==> src/rtl/hex_ascii_formatter.sv <==
// -----------------------------------------------------------------------------
// hex_ascii_formatter
//
// Purpose:
//   Turns each accepted DATA_WIDTH-bit word into one line of fixed-width ASCII
//   hexadecimal text (most significant nibble first) followed by a line ending,
//   delivered as a valid/ready byte stream suitable for a UART transmitter.
//
// Build option:
//   HEX_ASCII_FORMATTER_CRLF_EN  defined   -> lines end in 0x0D 0x0A
//                                undefined -> lines end in 0x0A only
//
// Parameters:
//   DATA_WIDTH  input word width, multiple of 4 (NUM_DIGITS = DATA_WIDTH/4)
//   UPPERCASE   1: nibbles 10-15 map to 'A'-'F'; 0: map to 'a'-'f'
//
// Ports:
//   clock         clock
//   reset         synchronous, active-high reset
//   input_valid   input word valid
//   input_ready   formatter can accept a word (registered, high only in IDLE)
//   input_data    word to format
//   output_valid  ASCII byte valid (registered)
//   output_ready  downstream accepts byte
//   output_data   ASCII byte (registered)
// -----------------------------------------------------------------------------
module hex_ascii_formatter #(
   parameter int DATA_WIDTH = 16,
   parameter bit UPPERCASE  = 1'b1
) (
   input  logic                  clock,
   input  logic                  reset,
   input  logic                  input_valid,
   output logic                  input_ready,
   input  logic [DATA_WIDTH-1:0] input_data,
   output logic                  output_valid,
   input  logic                  output_ready,
   output logic [7:0]            output_data
);

   localparam int NUM_DIGITS = DATA_WIDTH / 4;
   localparam int IDX_W      = (NUM_DIGITS > 1) ? $clog2(NUM_DIGITS) : 1;

`ifdef HEX_ASCII_FORMATTER_CRLF_EN
   typedef enum logic [1:0] {S_IDLE, S_DIGIT, S_CR, S_LF} state_t;
`else
   typedef enum logic [1:0] {S_IDLE, S_DIGIT, S_LF} state_t;
`endif

   state_t                  state_q, state_d;
   logic [IDX_W-1:0]        idx_q, idx_d;
   logic [DATA_WIDTH-1:0]   word_q, word_d;
   logic                    input_ready_q, input_ready_d;
   logic                    output_valid_q, output_valid_d;
   logic [7:0]              output_data_q, output_data_d;

   logic                    accept;
   logic                    xfer;
   logic [3:0]              nibble [NUM_DIGITS];

   // Nibble view of the latched word; nibble[0] is the least significant.
   for (genvar gi = 0; gi < NUM_DIGITS; gi++) begin : g_nibble
      assign nibble[gi] = word_q[gi*4 +: 4];
   end

   // 0x37 = 'A'-10 and 0x57 = 'a'-10, so adding the nibble lands on the letter.
   function automatic logic [7:0] to_ascii(input logic [3:0] n);
      if (n < 4'd10) begin
         return 8'h30 + {4'h0, n};
      end
      return (UPPERCASE ? 8'h37 : 8'h57) + {4'h0, n};
   endfunction

   assign accept = input_valid && input_ready_q;
   assign xfer   = output_valid_q && output_ready;

   always_comb begin
      state_d        = state_q;
      idx_d          = idx_q;
      word_d         = word_q;
      input_ready_d  = input_ready_q;
      output_valid_d = output_valid_q;
      output_data_d  = output_data_q;

      case (state_q)
         S_IDLE: begin
            input_ready_d  = 1'b1;
            output_valid_d = 1'b0;
            if (accept) begin
               // First character comes straight from the incoming word so it
               // is on the output the cycle after the accept edge.
               word_d         = input_data;
               idx_d          = IDX_W'(NUM_DIGITS - 1);
               input_ready_d  = 1'b0;
               output_valid_d = 1'b1;
               output_data_d  = to_ascii(input_data[DATA_WIDTH-1 -: 4]);
               state_d        = S_DIGIT;
            end
         end

         S_DIGIT: begin
            if (xfer) begin
               if (idx_q != '0) begin
                  idx_d         = idx_q - IDX_W'(1);
                  output_data_d = to_ascii(nibble[idx_q - IDX_W'(1)]);
               end else begin
`ifdef HEX_ASCII_FORMATTER_CRLF_EN
                  state_d       = S_CR;
                  output_data_d = 8'h0D;
`else
                  state_d       = S_LF;
                  output_data_d = 8'h0A;
`endif
               end
            end
         end

`ifdef HEX_ASCII_FORMATTER_CRLF_EN
         S_CR: begin
            if (xfer) begin
               state_d       = S_LF;
               output_data_d = 8'h0A;
            end
         end
`endif

         S_LF: begin
            if (xfer) begin
               state_d        = S_IDLE;
               output_valid_d = 1'b0;
               input_ready_d  = 1'b1;
            end
         end

         default: begin
            state_d        = S_IDLE;
            output_valid_d = 1'b0;
            input_ready_d  = 1'b0;
         end
      endcase
   end

   always_ff @(posedge clock) begin
      if (reset) begin
         state_q        <= S_IDLE;
         idx_q          <= '0;
         word_q         <= '0;
         input_ready_q  <= 1'b0;
         output_valid_q <= 1'b0;
         output_data_q  <= 8'h00;
      end else begin
         state_q        <= state_d;
         idx_q          <= idx_d;
         word_q         <= word_d;
         input_ready_q  <= input_ready_d;
         output_valid_q <= output_valid_d;
         output_data_q  <= output_data_d;
      end
   end

   assign input_ready  = input_ready_q;
   assign output_valid = output_valid_q;
   assign output_data  = output_data_q;

endmodule
==> config.mk <==
export PLATFORM = sky130hd
export DESIGN_NAME = hex_ascii_formatter
export DESIGN_NICKNAME = d
export VERILOG_FILES = /design/src/rtl/hex_ascii_formatter.sv
export SDC_FILE = /design/constraint.sdc
export NUM_CORES = 1
export LEC_CHECK = 0
export ABC_AREA = 1
export CORE_UTILIZATION = 25
export DETAILED_ROUTE_END_ITERATION = 6
export GPL_ROUTABILITY_DRIVEN = 1
export PLACE_DENSITY = 0.5
export SLEW_MARGIN = 20
export SYNTH_ARGS = -nofsm -noshare
export SYNTH_HDL_FRONTEND = slang
export SYNTH_SLANG_ARGS = --single-unit
==> constraint.sdc <==
create_clock -name clock -period 3.1 [get_ports clock]
set_clock_uncertainty 0.15 [all_clocks]
set_input_delay 0.465 -clock clock [delete_from_list [all_inputs] [get_ports clock]]
set_output_delay 0.465 -clock clock [all_outputs]
set_load 0.03 [all_outputs]
After elaboration in Yosys (flattened, before gate mapping)
Index checks and enable logic that the tools add are counted.
W data, S select, Z words.
Cells by class
  add/sub/neg operators: 5
  $mul: 0
  divide/modulo/power cells: 0
  $lt $le $gt $ge: 3
  equality and inequality tests: 7
  shift operators: 0
  multiplexer cells: 33
  bitwise operators: 2
  reductions and logical operators: 10
Operators with widths (number)
  $mux W8: 7
  $add A6 B4 Y7 const A: 4
  $pmux W8 S2: 1
  $mux W2: 7
  $mux W1: 11
  $ne A2 B2 Y1 const B: 5
  $bmux W4 S2: 1
  $lt A4 B4 Y1 const B: 2
  $mux W4: 2
  $reduce_and A4 Y1: 2
  $pmux W1 S3: 2
  $pmux W2 S3: 1
  $pmux W2 S2: 1
  $reduce_and A2 Y1: 2
  $reduce_bool A2 Y1: 2
  $ge A3 B3 Y1 const B: 1
  $not A2 Y3: 1
  $reduce_and A3 Y1: 1
  $eq A2 B1 Y1 const B: 1
  $eq A2 B2 Y1 const B: 1
  $logic_and A1 B1 Y1: 2
  $logic_not A2 Y1: 1
  $sub A2 B1 Y2 const B: 1
  $not A1 Y1: 1
Storage, ports and cells
  register bits: 30
  bits in latches: 0
  RAM bits: 0
  memory bits (read-only): 0
  input bits: 20
  output and inout port bits: 10
  logic and storage cells: 66
  memories: 0

Logic depth before layout (Yosys ltp)
Gate-level depths: netlist (run 1).
  depth in word-level cells: 14
  gate-level depth with buffers: 16
  depth with buffers taken out: 14

Least setup slack after synthesis (run 1)
No wires, ideal clock.
  path kind: register to register
  from: reg idx_q[0]
  to: reg output_data_q[1] (netlist: output_data[1])
  library setup time: 66 ps
  arrival: 1951 ps
  path slack: 933 ps
  stages on the path, launching flop included: 16
  cell sequence: dfxtp_1 -> buf_6 -> inv_4 -> buf_8 -> ha_1 -> inv_1 -> a21oi_1 -> o21ai_0 -> nand2_1 -> inv_1 -> ha_1 -> inv_1 -> nand3_1 -> nand3_1 -> nand2_1 -> a21oi_2
On the way
  cells in the longest elaborated chain, start to end: 14
  elaborated cells on any way between the ends: 18
Ends and longest elaborated chain
  start, declared: line 51  | logic [IDX_W-1:0] idx_q, idx_d;
  start signal, assigned: line 153  | idx_q <= idx_d;
  $sub A2 B1 Y2: line 105  | output_data_d = to_ascii(nibble[idx_q - IDX_W'(1)]);
  $not A2 Y3 (not written as such): line 105
  $bmux W4 S2: line 105
  $mux W4 (not written as such) (2 in series): line 105
  $lt A4 B4 Y1: line 68  | if (n < 4'd10) begin
  $mux W1: line 68
  $mux W1: line 103  | if (idx_q != '0) begin
  $mux W1: line 102  | if (xfer) begin
  $mux W1: line 85  | case (state_q)
  $mux W8: line 71  | return (UPPERCASE ? 8'h37 : 8'h57) + {4'h0, n};
  $mux W8 (*): line 103
  $mux W8 (*): line 102
  $pmux W8 S2 (*): line 85
  end signal, assigned: line 157  | output_data_q <= output_data_d;
  end, declared: line 55  | logic [7:0] output_data_q, output_data_d;
Mark *: on every way between the ends. The rest lies on a longest branch, timed or not. The select of a mux whose other input is x is not followed.
A chain may end at the register's enable or synchronous reset.

Worst setup path after layout (run 1)
  from: reg idx_q[0]
  to: reg output_data_q[2] (netlist: output_data[2])
Same word-level chain as after synthesis.

==> flow_summary.json, run 1 <==
{
  "die_w_um": 79.9,
  "setup_viol": 0,
  "critPathLaunch": "idx_q[0]",
  "clk_latency_ns": 0.27,
  "drt_iter0_drc": 65,
  "max_freq_ghz": 0.421,
  "total_power_uw": 1390,
  "worstReg2RegStart": "idx_q[0]",
  "antenna_found_initial": 0,
  "wl_per_cell_um": 11.3,
  "nNetsFinal": 263,
  "crit_fanout": 11,
  "pin_count": 30,
  "min-delay-start": "word_q[12]",
  "slew_headroom_pct": 61.8,
  "powerDensity_nw_per_um2": 725,
  "cts_tree": "built",
  "swShare_pct": 40.7,
  "grt_pass1_vias": 1402,
  "hold_buffers": 0,
  "grt_first_pass_wirelength_mm": 6.33,
  "tightest_slew_ns": 0.573,
  "cpMostUsedCell": "nand2_1",
  "start_util_pct": 25.8,
  "fin_ws_ns": 0.726,
  "hpwl_mm": 2.71,
  "endpoint_kind": "register",
  "clockBufferDepth": 2,
  "worst-path-buf-inv": 3,
  "pre_cts_ws_ns": 0.758,
  "yosys_warnings": 0,
  "synth_cells": 212,
  "synth_top_area_share_pct": 38.3,
  "grt_remaining_overflow": 0,
  "portBuffers": 28,
  "ant_nets": 0,
  "routed_wl_mm": 3.57,
  "post_cts_buffers": 0,
  "diodes": 0,
  "placedCellCount": 308,
  "power.share.clock_pct": 21.1,
  "seq_area_frac_synth_pct": 38.3,
  "place_area_um2": 1840,
  "num_vias": 1423,
  "via_per_inst": 4.50,
  "ir_worst_vdd_mv": 0.267,
  "synth_cell_types": 30,
  "place_congestion": 0.835,
  "comb_power_share_pct": 44.1,
  "die_area_um2": 6380,
  "rsz0062_at_grt": "no",
  "crit_type": "reg -> reg",
  "avgSynthCellArea_um2": 7.15,
  "rows": 28,
  "syn_nets": 235,
  "drc": 0,
  "min_period_ns": 2.37,
  "fin_crit_sh_pct": 76.6,
  "synth_area_leader_cell": "dfxtp_1",
  "htreeDepth": 2,
  "clk_pin_slew_ns": 0.06,
  "core_um2": 5890,
  "crit_chain": "inv_4, ha_1, inv_1, a21oi_1, o21ai_0, nand2_1, inv_1, ha_1, or2_1, nand2_1, nand2_1, a21oi_1",
  "synth-seq-cells": 29,
  "tns_ns": 0,
  "cts.sinks": 29,
  "path_delay_family": "adder cells",
  "grt_start_max_net_pins": 24,
  "drive_gt1_share_pct": 13.7,
  "cpMaxStageDelayCell": "dfxtp_1",
  "slew_violations": 0,
  "synth_area_leaders": "dfxtp_1, o21ai_0, nand2_1, nor2_1, a21oi_1",
  "crit_path_max_incr_delay_ns": 0.50,
  "finalNonFillerCells": 316,
  "cap_viol_max_count": 0,
  "post_cts_resized": 0,
  "cts_buffers": 5,
  "final_area_um2": 1920,
  "p_int_uw": 825,
  "start_kind": "register",
  "die_height_um": 79.9,
  "required_ns": 3.17,
  "grt.total_usage_pct": 13.1,
  "syn_area_um2": 1520,
  "cp_data_arrival_time_ns": 2.44,
  "status": "completed",
  "p_leak_uw": 0.000777,
  "cts-root-buf": "clkbuf_8",
  "hold_class": "reg -> reg",
  "seq_power_share_pct": 34.9,
  "power.switching_uw": 567,
  "dr.pass1.iters": 4,
  "hold_viol": 0,
  "area_growth_syn_to_layout_pct": 26.7
}
==> per-stage QoR <==
step | util, % | hold WS (ns)
3_5_place_dp | 31.3 | 0.302
5_1_grt | 32.6 | 0.349
6_report | 32.6 | 0.312
2_1_floorplan | - | 0.279
4_1_cts | 32.6 | 0.311
3_3_place_gp | 31.3 | 0.298
==> cells by family (layout without fill, tap and decap cells) <==
group           count (synthesis)  count (layout)  share of synthesized area, %
buf+inv                        31              60                          9.65
fa+ha+maj                       3               3                          2.48
other cells                     1               1                         0.247
compound gates                 58              58                          21.0
flops                          29              29                          38.3
simple gates                   90              90                          28.3
==> final cells by class <==
class                           instances  area [um^2]
Fill cell                             664         3970
Multi-Input combinational cell        152          790
Sequential cell                        29          581
Timing Repair Buffer                   29          288
Tap cell                               75         93.8
Inverter                               23         88.8
Clock buffer                            8         80.1
==> flip-flops by register name (all words and copies together) (netlist names) <==
signal        cells
idx_q             2
input_ready       1
output_data       7
output_valid      1
state_q           2
word_q           16
==> power by group through the flow <==
stage | combinational (uW) | sequential [uW] | clock (uW)
after floorplan | 461 | 513 | 0
after global placement | 615 | 494 | 0
after detailed placement | 616 | 493 | 0
after CTS | 620 | 486 | 302
after global routing | 703 | 495 | 319
final | 613 | 485 | 293
==> metal layers <==
metal	up-vias	routed length [um]	track usage, %	part of all wire [%]
met3	7	150	3.31	4.2
met4	0	71	5.89	2.0
met2	29	1590	20.3	45
li1	747	-	-	-
met1	640	1760	16.9	49
met5	-	0	0	0
==> layout by cell type, fill, tap and decap left out <==
cell type        Yosys  final
o21ai_2              1      1
a21oi_1             19     19
clkdlybuf4s50_1      0     28
nand2_2              8      8
dfxtp_1             29     29
nand2_4              2      2
or2_1                1      1
inv_1               16     16
o21ai_0             29     29
or2_0                1      1
nor2_1              28     28
a21oi_2              1      1
nand3_1              6      6
o21ai_1              1      1
nand2_1             36     36
conb_1               1      1
nand3_2              5      5
inv_2                6      6
nor2_4               1      1
o21ai_4              1      1
nand4_1              1      1
buf_4                2      1
clkbuf_8             0      5
o211ai_1             2      2
inv_4                1      1
clkbuf_1             3      3
a31oi_1              4      4
ha_1                 3      3
nor2_2               1      1
==> synth_stat cells (all sizes together) <==
| cell | instances |
|---|---|
| a21oi | 20 |
| a31oi | 4 |
| buf | 5 |
| clkbuf | 3 |
| conb | 1 |
| dfxtp | 29 |
| ha | 3 |
| inv | 23 |
| nand2 | 46 |
| nand3 | 11 |
| nand4 | 1 |
| nor2 | 30 |
| o211ai | 2 |
| o21ai | 32 |
| or2 | 2 |
==> worst reg2reg max path, stage by stage, from the launching register on <==
cell,delay [ns]
dfxtp_1,0.50
inv_4,0.13
ha_1,0.40
inv_1,0.13
a21oi_1,0.13
o21ai_0,0.09
nand2_1,0.08
inv_1,0.05
ha_1,0.18
or2_1,0.23
nand2_1,0.06
nand2_1,0.06
a21oi_1,0.11
==> path summary, 6_finish.rpt <==
| check | slack (ns) | endpoint | cells past startpoint |
|---|---|---|---|
| worst max-delay path | 0.73 | output_data[2] | 12 |
| worst max register to register | 0.73 | output_data[2] | 12 |
| worst min register to register | 0.31 | word_q[12] | 2 |
| worst min-delay path | 0.31 | word_q[12] | 2 |
Note: power is estimated with default switching activity, not from simulation.
==> run 2, diff against run 1 <==
- clock period: 3.1 -> 2.3 ns (I/O delays scaled with it)
==> flow_summary.json, run 2 (synthesized netlist as in run 1, its figures left out) <==
{
  "setup_viol": 0,
  "htreeDepth": 2,
  "grt_first_pass_wirelength_mm": 5.97,
  "die_w_um": 79.9,
  "grt_start_max_net_pins": 18,
  "nNetsFinal": 268,
  "cts_tree": "built",
  "start_kind": "register",
  "clk_pin_slew_ns": 0.07,
  "via_per_inst": 4.42,
  "placedCellCount": 313,
  "endpoint_kind": "register",
  "rsz0062_at_grt": "no",
  "drc": 0,
  "crit_path_max_incr_delay_ns": 0.35,
  "num_vias": 1419,
  "dr.pass1.iters": 4,
  "pre_cts_ws_ns": 0.219,
  "core_um2": 5890,
  "busiest_layer": "met2",
  "gr-usage-met1_pct": 15.2,
  "powerDensity_nw_per_um2": 1020,
  "die_area_um2": 6380,
  "rows": 28,
  "r2r_cells": 12,
  "start_util_pct": 25.8,
  "pin_count": 30,
  "fin_crit_sh_pct": 88.3,
  "final_area_um2": 2000,
  "final_common_cell": "nand2_1",
  "r2r_end": "output_data[2]",
  "met2_usage_pct": 18.9,
  "p_int_uw": 1270,
  "finalNonFillerCells": 321,
  "hold_viol": 0,
  "area_growth_syn_to_layout_pct": 31.8,
  "min_period_ns": 2.03,
  "reg2reg_slack_ns": 0.27,
  "ant_nets": 0,
  "power.share.clock_pct": 27.0,
  "tns_ns": 0,
  "drt_iter0_drc": 51,
  "wl_per_cell_um": 10.8,
  "max_freq_ghz": 0.492,
  "place_congestion": 0.773,
  "hold_buffers": 0,
  "status": "completed",
  "largest_reg_flops": 16,
  "portBuffers": 28,
  "fin_ws_ns": 0.268,
  "min_to": "word_q[12]",
  "layout_common_cells": "nand2_1, o21ai_0, nor2_1, dfxtp_1, clkdlybuf4s50_1",
  "p_leak_uw": 0.000820,
  "seq_power_share_pct": 31.4,
  "grt_pass1_vias": 1310,
  "comb_power_share_pct": 41.6,
  "cp_data_arrival_time_ns": 2.09,
  "required_ns": 2.36,
  "swShare_pct": 38.0,
  "min-delay-start": "word_q[12]",
  "cts_buffers": 5,
  "grt.total_usage_pct": 12.3,
  "cap_viol_max_count": 0,
  "grtUsageMet3_pct": 3.77,
  "fill_cells": 654,
  "power.switching_uw": 779,
  "cpMaxStageDelayCell": "dfxtp_2",
  "ir_worst_vdd_mv": 0.391,
  "antenna_found_initial": 0,
  "slew_violations": 0,
  "place_area_um2": 1880,
  "diodes": 0,
  "drive_gt1_share_pct": 17.1,
  "cts-root-buf": "clkbuf_8",
  "crit_chain": "inv_4, ha_1, inv_1, a21oi_1, o21ai_0, nand2_1, inv_1, ha_1, or2_1, nand2_1, nand2_1, a21oi_1",
  "grt_remaining_overflow": 0,
  "crit_type": "reg -> reg",
  "cpMostUsedCell": "nand2_1",
  "die_height_um": 79.9,
  "clockBufferDepth": 2,
  "routed_wl_mm": 3.48,
  "clk_latency_ns": 0.28,
  "worstReg2RegStart": "idx_q[0]",
  "total_power_uw": 2050,
  "hpwl_mm": 2.70,
  "max_flop_register": "word_q",
  "crit_fanout": 11,
  "hold_class": "reg -> reg",
  "cts.sinks": 29,
  "hold_depth": 2
}
[run 2: layout make-up]
class                   instances  area, um^2  area share, %
clock buffers                   6        82.6           4.13
multi-input cells             152         790           39.5
repair buffers                 34         325           16.3
inverters                      23        88.8           4.44
clock inverters                 2        37.5           1.88
well taps                      75        93.8           4.69
flip-flops and latches         29         582           29.1
[run 2: worst max-delay path, delay by kind of cell (launching register included)]
kind / cells / cell delay, ns
AND/OR/NAND/NOR: 4 / 0.44
adder cells (fa/ha/maj): 2 / 0.48
AO/OA/AOI/OAI: 3 / 0.34
buffers and inverters: 3 / 0.23
flip-flops: 1 / 0.35
[run 2: how the worst max path moves through the flow]
stage,start,end,depth (start not counted)
3_3_place_gp,idx_q[0],output_data[2],12
6_report,idx_q[0],output_data[2],12
2_1_floorplan,idx_q[0],output_data[1],15
3_5_place_dp,idx_q[0],output_data[2],12
5_1_grt,idx_q[0],output_data[2],12
4_1_cts,idx_q[0],output_data[2],12
[run 2: timing repair]
action	in CTS	in global routing
resized for setup	0	1
buffers inserted	0	0
endpoints found under the setup margin	0	2
[run 2: routing by layer]
layer | vias up | part of all wire (%)
li1 | 754 | -
met1 | 636 | 50
met2 | 21 | 44
met3 | 8 | 3.3
met4 | 0 | 2.7
met5 | - | 0
[run 2: through the flow]
step                      utilization, %  hold slack, ns
after CTS                           33.9           0.315
after detailed placement            31.9           0.305
after floorplan                        -           0.257
after global routing                34.0           0.342
final                               34.0           0.313
after global placement              31.9           0.296
[run 2: power groups by stage]
stage	Combinational (uW)	Clock, uW	Sequential (uW)
after floorplan	621	0	691
after global placement	862	0	656
after detailed placement	858	0	655
after CTS	864	566	645
after global routing	969	591	655
final	853	553	644
==> edit 1: new RTL, settings of run 2 <==
Encoding of `state_t`: now one-hot (3 bits for 3 states).
--- a/src/rtl/hex_ascii_formatter.sv
+++ b/src/rtl/hex_ascii_formatter.sv
@@ -45,5 +45,5 @@
    typedef enum logic [1:0] {S_IDLE, S_DIGIT, S_CR, S_LF} state_t;
 `else
-   typedef enum logic [1:0] {S_IDLE, S_DIGIT, S_LF} state_t;
+   typedef enum logic [2:0] {S_IDLE = 3'b001, S_DIGIT = 3'b010, S_LF = 3'b100} state_t;
 `endif
 
Behaviour: same outputs for any inputs over 10 cycles, from zero or initial values and one cycle with reset high; not proved beyond that.
==> edit 1 against run 2 <==
Design area decreased by 2.6%; worst setup slack worse by 0.029 ns; utilization increased by 0.77 points; sequential cell count up 1; wire length up 6.1%; cell count increased by 0.31%; synthesized area is 2.1% lower; synthesized cell count up 2.4%; total power fell by 14%; die area decreased by 2.1%; first-iteration DRC count grew 25%; global-route usage up 0.75 points; via count is 2.5% higher.
==> edit 1: results (changes against run 2) <==
[metrics] clock slew at reported path FFs: 0.06 ns
[metrics] number of antenna violations at the first check in global routing: 0 (unchanged)
[metrics] number of flip-flops in the largest register: 16 (unchanged)
[metrics] Max clock buf depth: 2 (unchanged)
[metrics] static leakage: 0.000820 uW (about the same)
[metrics] register share of total power: 37.5% (+6.1 points)
[metrics] most used flip-flop cell after synthesis: dfxtp_1
[metrics] main combinational cell family by area after synthesis: simple AND/OR/NAND/NOR gates
[metrics] area of placed instances: 1860 um^2 (-1.1%)
[metrics] Switching Fraction: 37.7% (-0.25 points)
[metrics] Skew-Pair Late Insertion Delay: 0.28 ns (about the same)
[metrics] outcome: finished, final reports clean
[metrics] clock group total power: 394 uW (-29%)
[metrics] Setup WS pre-CTS: 0.109 ns (-0.110 ns)
[metrics] share of cell area taken by muxes after synthesis: 0% (unchanged)
[metrics] Compound-Gate Fraction of Synth Area: 21.8% (+0.71 points)
[metrics] most flop-heavy register: word_q
[metrics] proportion of synthesized chip area in sequential cells: 40.5% (+2.2 points)
[metrics] CTS Root Buffer Type: clkbuf_8
[metrics] fraction of final layout cells sized beyond drive strength 1: 9.60% (-7.5 points)
[metrics] total power divided by cell area: 903 nW/um^2 (-12%)
[metrics] number of nets still failing antenna checks after routing: 0 (unchanged)
[metrics] CTS buffer count: 5 (unchanged)
[metrics] count of nets after finishing: 273 (+1.9%)
[metrics] # fillers: 620 (-5.2%)
[metrics] average routed wire per standard cell: 11.5 um (+5.7%)
[metrics] fraction of synthesized cell area in xor and xnor cells: 0% (unchanged)
[metrics] dominant delay contributor by cell family on the critical path: simple AND/OR/NAND/NOR gates
[metrics] class of the most critical hold timing path: register to register
[metrics] placed wire-length estimate: 2750 um (+1.8%)
[metrics] biggest cell delay along the critical path: 0.35 ns (about the same)
[metrics] number of global-route vias before repair: 1377 (+5.1%)
[metrics] peak supply drop: 0.276 mV (-29%)
[metrics] total nets after synthesis: 240 (+2.1%)
[metrics] share of synthesized cell area in full adder, half adder and majority cells: 2.53% (+0.054 points)
[metrics] Crit Path Max Fanout: 10 (-1)
[metrics] Synth area leaders: dfxtp_1 40%, nand2_1 11%, o21ai_0 11%
[metrics] number of distinct standard cells referenced by the synthesized netlist: 23 (-23%)
[metrics] Synth async-reset ratio: 0% (unchanged)
[metrics] Inserted Diodes: 0 (unchanged)
[metrics] vias post-DR: 1454 (+2.5%)
[metrics] drt pass-1 iters: 4 (unchanged)
[metrics] port buffer count: 28 (unchanged)
[metrics] overall track demand over capacity in global routing: 13.0% (+0.75 points)
[metrics] H-Tree Depth: 2 (unchanged)
[metrics] yosys synthesis warning count: 0 (unchanged)
[metrics] Initial DRC Count: 64 (+25%)
[metrics] slowest cell on the critical path: dfxtp_2
[metrics] first-pass GRT wire length: 6230 um (+4.4%)
[metrics] global placement routability congestion: 0.781 (+1.0%)
[metrics] pin count of the biggest net entering global routing: 21 (+3)
[metrics] leading post-synthesis cells by instance count: 44 x nand2_1, 32 x o21ai_0, 31 x nor2_1
-- edit 1: path summary, 6_finish.rpt --
path / startpoint / to / slack [ns] / depth (start not counted)
hold / removal: output_data[4] / output_data[4] / 0.31 / 2
setup reg to reg: idx_q[0] / output_data[2] / 0.24 / 12
hold reg to reg: output_data[4] / output_data[4] / 0.31 / 2
setup / recovery: idx_q[0] / output_data[2] / 0.24 / 12
-- edit 1: cell type report --
| cell class | count | area, um^2 | area share, % |
|---|---|---|---|
| Multi-Input combinational cell | 157 | 768 | 39.4 |
| Sequential cell | 30 | 602 | 30.9 |
| Timing Repair Buffer | 33 | 318 | 16.3 |
| Inverter | 23 | 93.8 | 4.82 |
| Tap cell | 72 | 90.1 | 4.62 |
| Clock buffer | 7 | 76.3 | 3.92 |
-- edit 1: per-stage QoR --
step,cells,util (%)
floorplan,217,-
global placement,315,33.1
detailed placement,315,33.1
CTS,322,34.5
global route,322,34.7
finish,322,34.7
-- edit 1: cells by family (layout without fill, tap and decap cells) --
kind of cell | after synthesis | in the layout
adders and majority gates | 3 | 3
buffers and inverters | 30 | 63
other | 1 | 1
and+or+nand+nor | 93 | 93
DFF | 30 | 30
AOI/OAI and AO/OA | 60 | 60
-- edit 1: per-layer routing --
layer,global-route usage [%],vias up,share of wire (%),wire length (um)
met5,0,-,0,0
met4,7.09,0,2.6,95
met3,3.45,10,4.7,172
met2,18.9,32,42,1530
met1,17.3,640,51,1890
li1,-,772,-,-
-- edit 1: what timing repair did --
| action | CTS | global route |
|---|---|---|
| resized for setup | 0 | 3 |
| hold endpoints to repair | 0 | 0 |
| setup buffers | 0 | 0 |
| setup endpoints to repair | 0 | 4 |
==> edit 2: new RTL, flow settings as in run 2 <==
Made on the original files. Build with the macro `HEX_ASCII_FORMATTER_CRLF_EN` defined.
--- a/src/rtl/hex_ascii_formatter.sv
+++ b/src/rtl/hex_ascii_formatter.sv
@@ -25,4 +25,6 @@
 //   output_data   ASCII byte (registered)
 // -----------------------------------------------------------------------------
+`define HEX_ASCII_FORMATTER_CRLF_EN
+
 module hex_ascii_formatter #(
    parameter int DATA_WIDTH = 16,
Check against the original RTL: not equivalent (Yosys sat finds a counterexample within 10 cycles, from zero or initial values and one cycle with reset high).
==> edit 2 against run 2 <==
Fmax shrank 0.32%; wire length is 6.1% higher; worst setup slack worse by 0.0065 ns; highest routed layer unchanged; total power grew 47%; design area grew 3.9%; synthesized area increased by 5.4%; synthesized cell count grew 8.0%; sequential cell count unchanged.
==> edit 2: results (changes against run 2) <==
[metrics] proportion of synthesized chip area in sequential cells: 36.3% (-1.9 points)
[metrics] post-cts repair resize count: 0 (unchanged)
[metrics] leading post-synthesis cells by instance count: 45 x nand2_1, 35 x nor2_1, 31 x o21ai_0
[metrics] static leakage: 0.000912 uW (+11%)
[metrics] CTS Root Buffer Type: clkbuf_8
[metrics] Final Routed Wirelength: 3690 um (+6.1%)
[metrics] pin count of the biggest net entering global routing: 20 (+2)
[metrics] Setup WS pre-CTS: 0.170 ns (-0.0496 ns)
[metrics] total nets after synthesis: 257 (+9.4%)
[metrics] Initial DRC Count: 64 (+25%)
[metrics] drt pass-1 iters: 4 (unchanged)
[metrics] Switching Fraction: 45.2% (+7.2 points)
[metrics] WP data arrival: 2.05 ns (-0.04 ns)
[metrics] first-pass GRT wire length: 6610 um (+11%)
[metrics] yosys synthesis warning count: 0 (unchanged)
[metrics] most used flip-flop cell after synthesis: dfxtp_1
[metrics] clock slew at reported path FFs: 0.07 ns (about the same)
[metrics] Synth async-reset ratio: 0% (unchanged)
[metrics] vias post-DR: 1514 (+6.7%)
[metrics] number of antenna violations at the first check in global routing: 0 (unchanged)
[metrics] peak supply drop: 0.517 mV (+32%)
[metrics] fraction of final layout cells sized beyond drive strength 1: 11.4% (-5.7 points)
[metrics] placed wire-length estimate: 2770 um (+2.6%)
[metrics] outcome: finished, final reports clean
[metrics] Crit Path Max Fanout: 9 (-2)
[metrics] count of nets after finishing: 290 (+8.2%)
[metrics] H-Tree Depth: 2 (unchanged)
[metrics] Synth area leaders: dfxtp_1 36%, nand2_1 11%, o21ai_0 9.7%
[metrics] area of placed instances: 1960 um^2 (+4.5%)
[metrics] global placement routability congestion: 0.809 (+4.7%)
[metrics] number of cell instances on the worst register-to-register path: 10 (-2)
[metrics] overall track demand over capacity in global routing: 12.9% (+0.69 points)
[metrics] CTS buffer count: 5 (unchanged)
edit 2: changes by cell type in the layout (fill, tap and decap cells not counted), moves of 3 or more:
cell	before	now
nand2_1	36	45
a21oi_1	19	12
nor2_1	28	35
inv_1	16	22
ha_1	3	8
inv_2	6	2
nand2_2	8	4
nand3_2	5	2
edit 2: per-stage QoR:
| step | hold slack, ns | std cells |
|---|---|---|
| after floorplan | 0.257 | 229 |
| after global placement | 0.313 | 330 |
| after detailed placement | 0.310 | 330 |
| after CTS | 0.323 | 338 |
| after global routing | 0.358 | 338 |
| final | 0.324 | 338 |
edit 2: final cells by class:
class | count | area [um^2]
well taps | 75 | 93.8
fillers | 678 | 3950
repair buffers | 34 | 325
inverters | 24 | 90.1
clock inverters | 1 | 30.0
multi-input cells | 168 | 872
clock buffers | 7 | 86.3
flip-flops and latches | 29 | 581
edit 2: kinds of logic (layout without fill, tap and decap cells):
| kind of cell | count (synthesis) | count (layout) | synth area share (%) |
|---|---|---|---|
| flops | 29 | 29 | 36.3 |
| other cells | 1 | 1 | 0.235 |
| buf+inv | 32 | 66 | 9.08 |
| mux | 1 | 1 | 0.626 |
| fa+ha+maj | 8 | 8 | 6.26 |
| simple gates | 104 | 104 | 29.3 |
| compound gates | 54 | 54 | 18.2 |
edit 2: worst paths after layout:
path / start / to / slack [ns]
setup / recovery: state_q[1] / output_data[2] / 0.26
hold / removal: input_ready / input_ready / 0.32
setup reg to reg: state_q[1] / output_data[2] / 0.26
hold reg to reg: input_ready / input_ready / 0.32
edit 2: power by group through the flow:
stage	clock [uW]	combinational [uW]	sequential, uW
floorplan	0	1220	888
global placement	0	1720	780
detailed placement	0	1710	777
CTS	566	1720	769
global route	594	1960	790
finish	553	1700	767
edit 2: worst max-delay path, stage by stage, from the launching register on:
cell     delay (ns)
dfxtp_1        0.40
inv_1          0.10
ha_1           0.28
nand2_1        0.10
nand2_1        0.05
inv_1          0.09
nand2_1        0.07
nor2_2         0.27
inv_1          0.16
a31oi_1        0.18
a21oi_1        0.08
edit 2: per-layer routing:
metal | vias up | share of wire, % | track usage [%]
li1 | 803 | - | -
met1 | 682 | 50 | 16.7
met2 | 25 | 44 | 20.2
met3 | 4 | 4.9 | 3.67
met4 | 0 | 1.1 | 4.74
met5 | - | 0 | 0
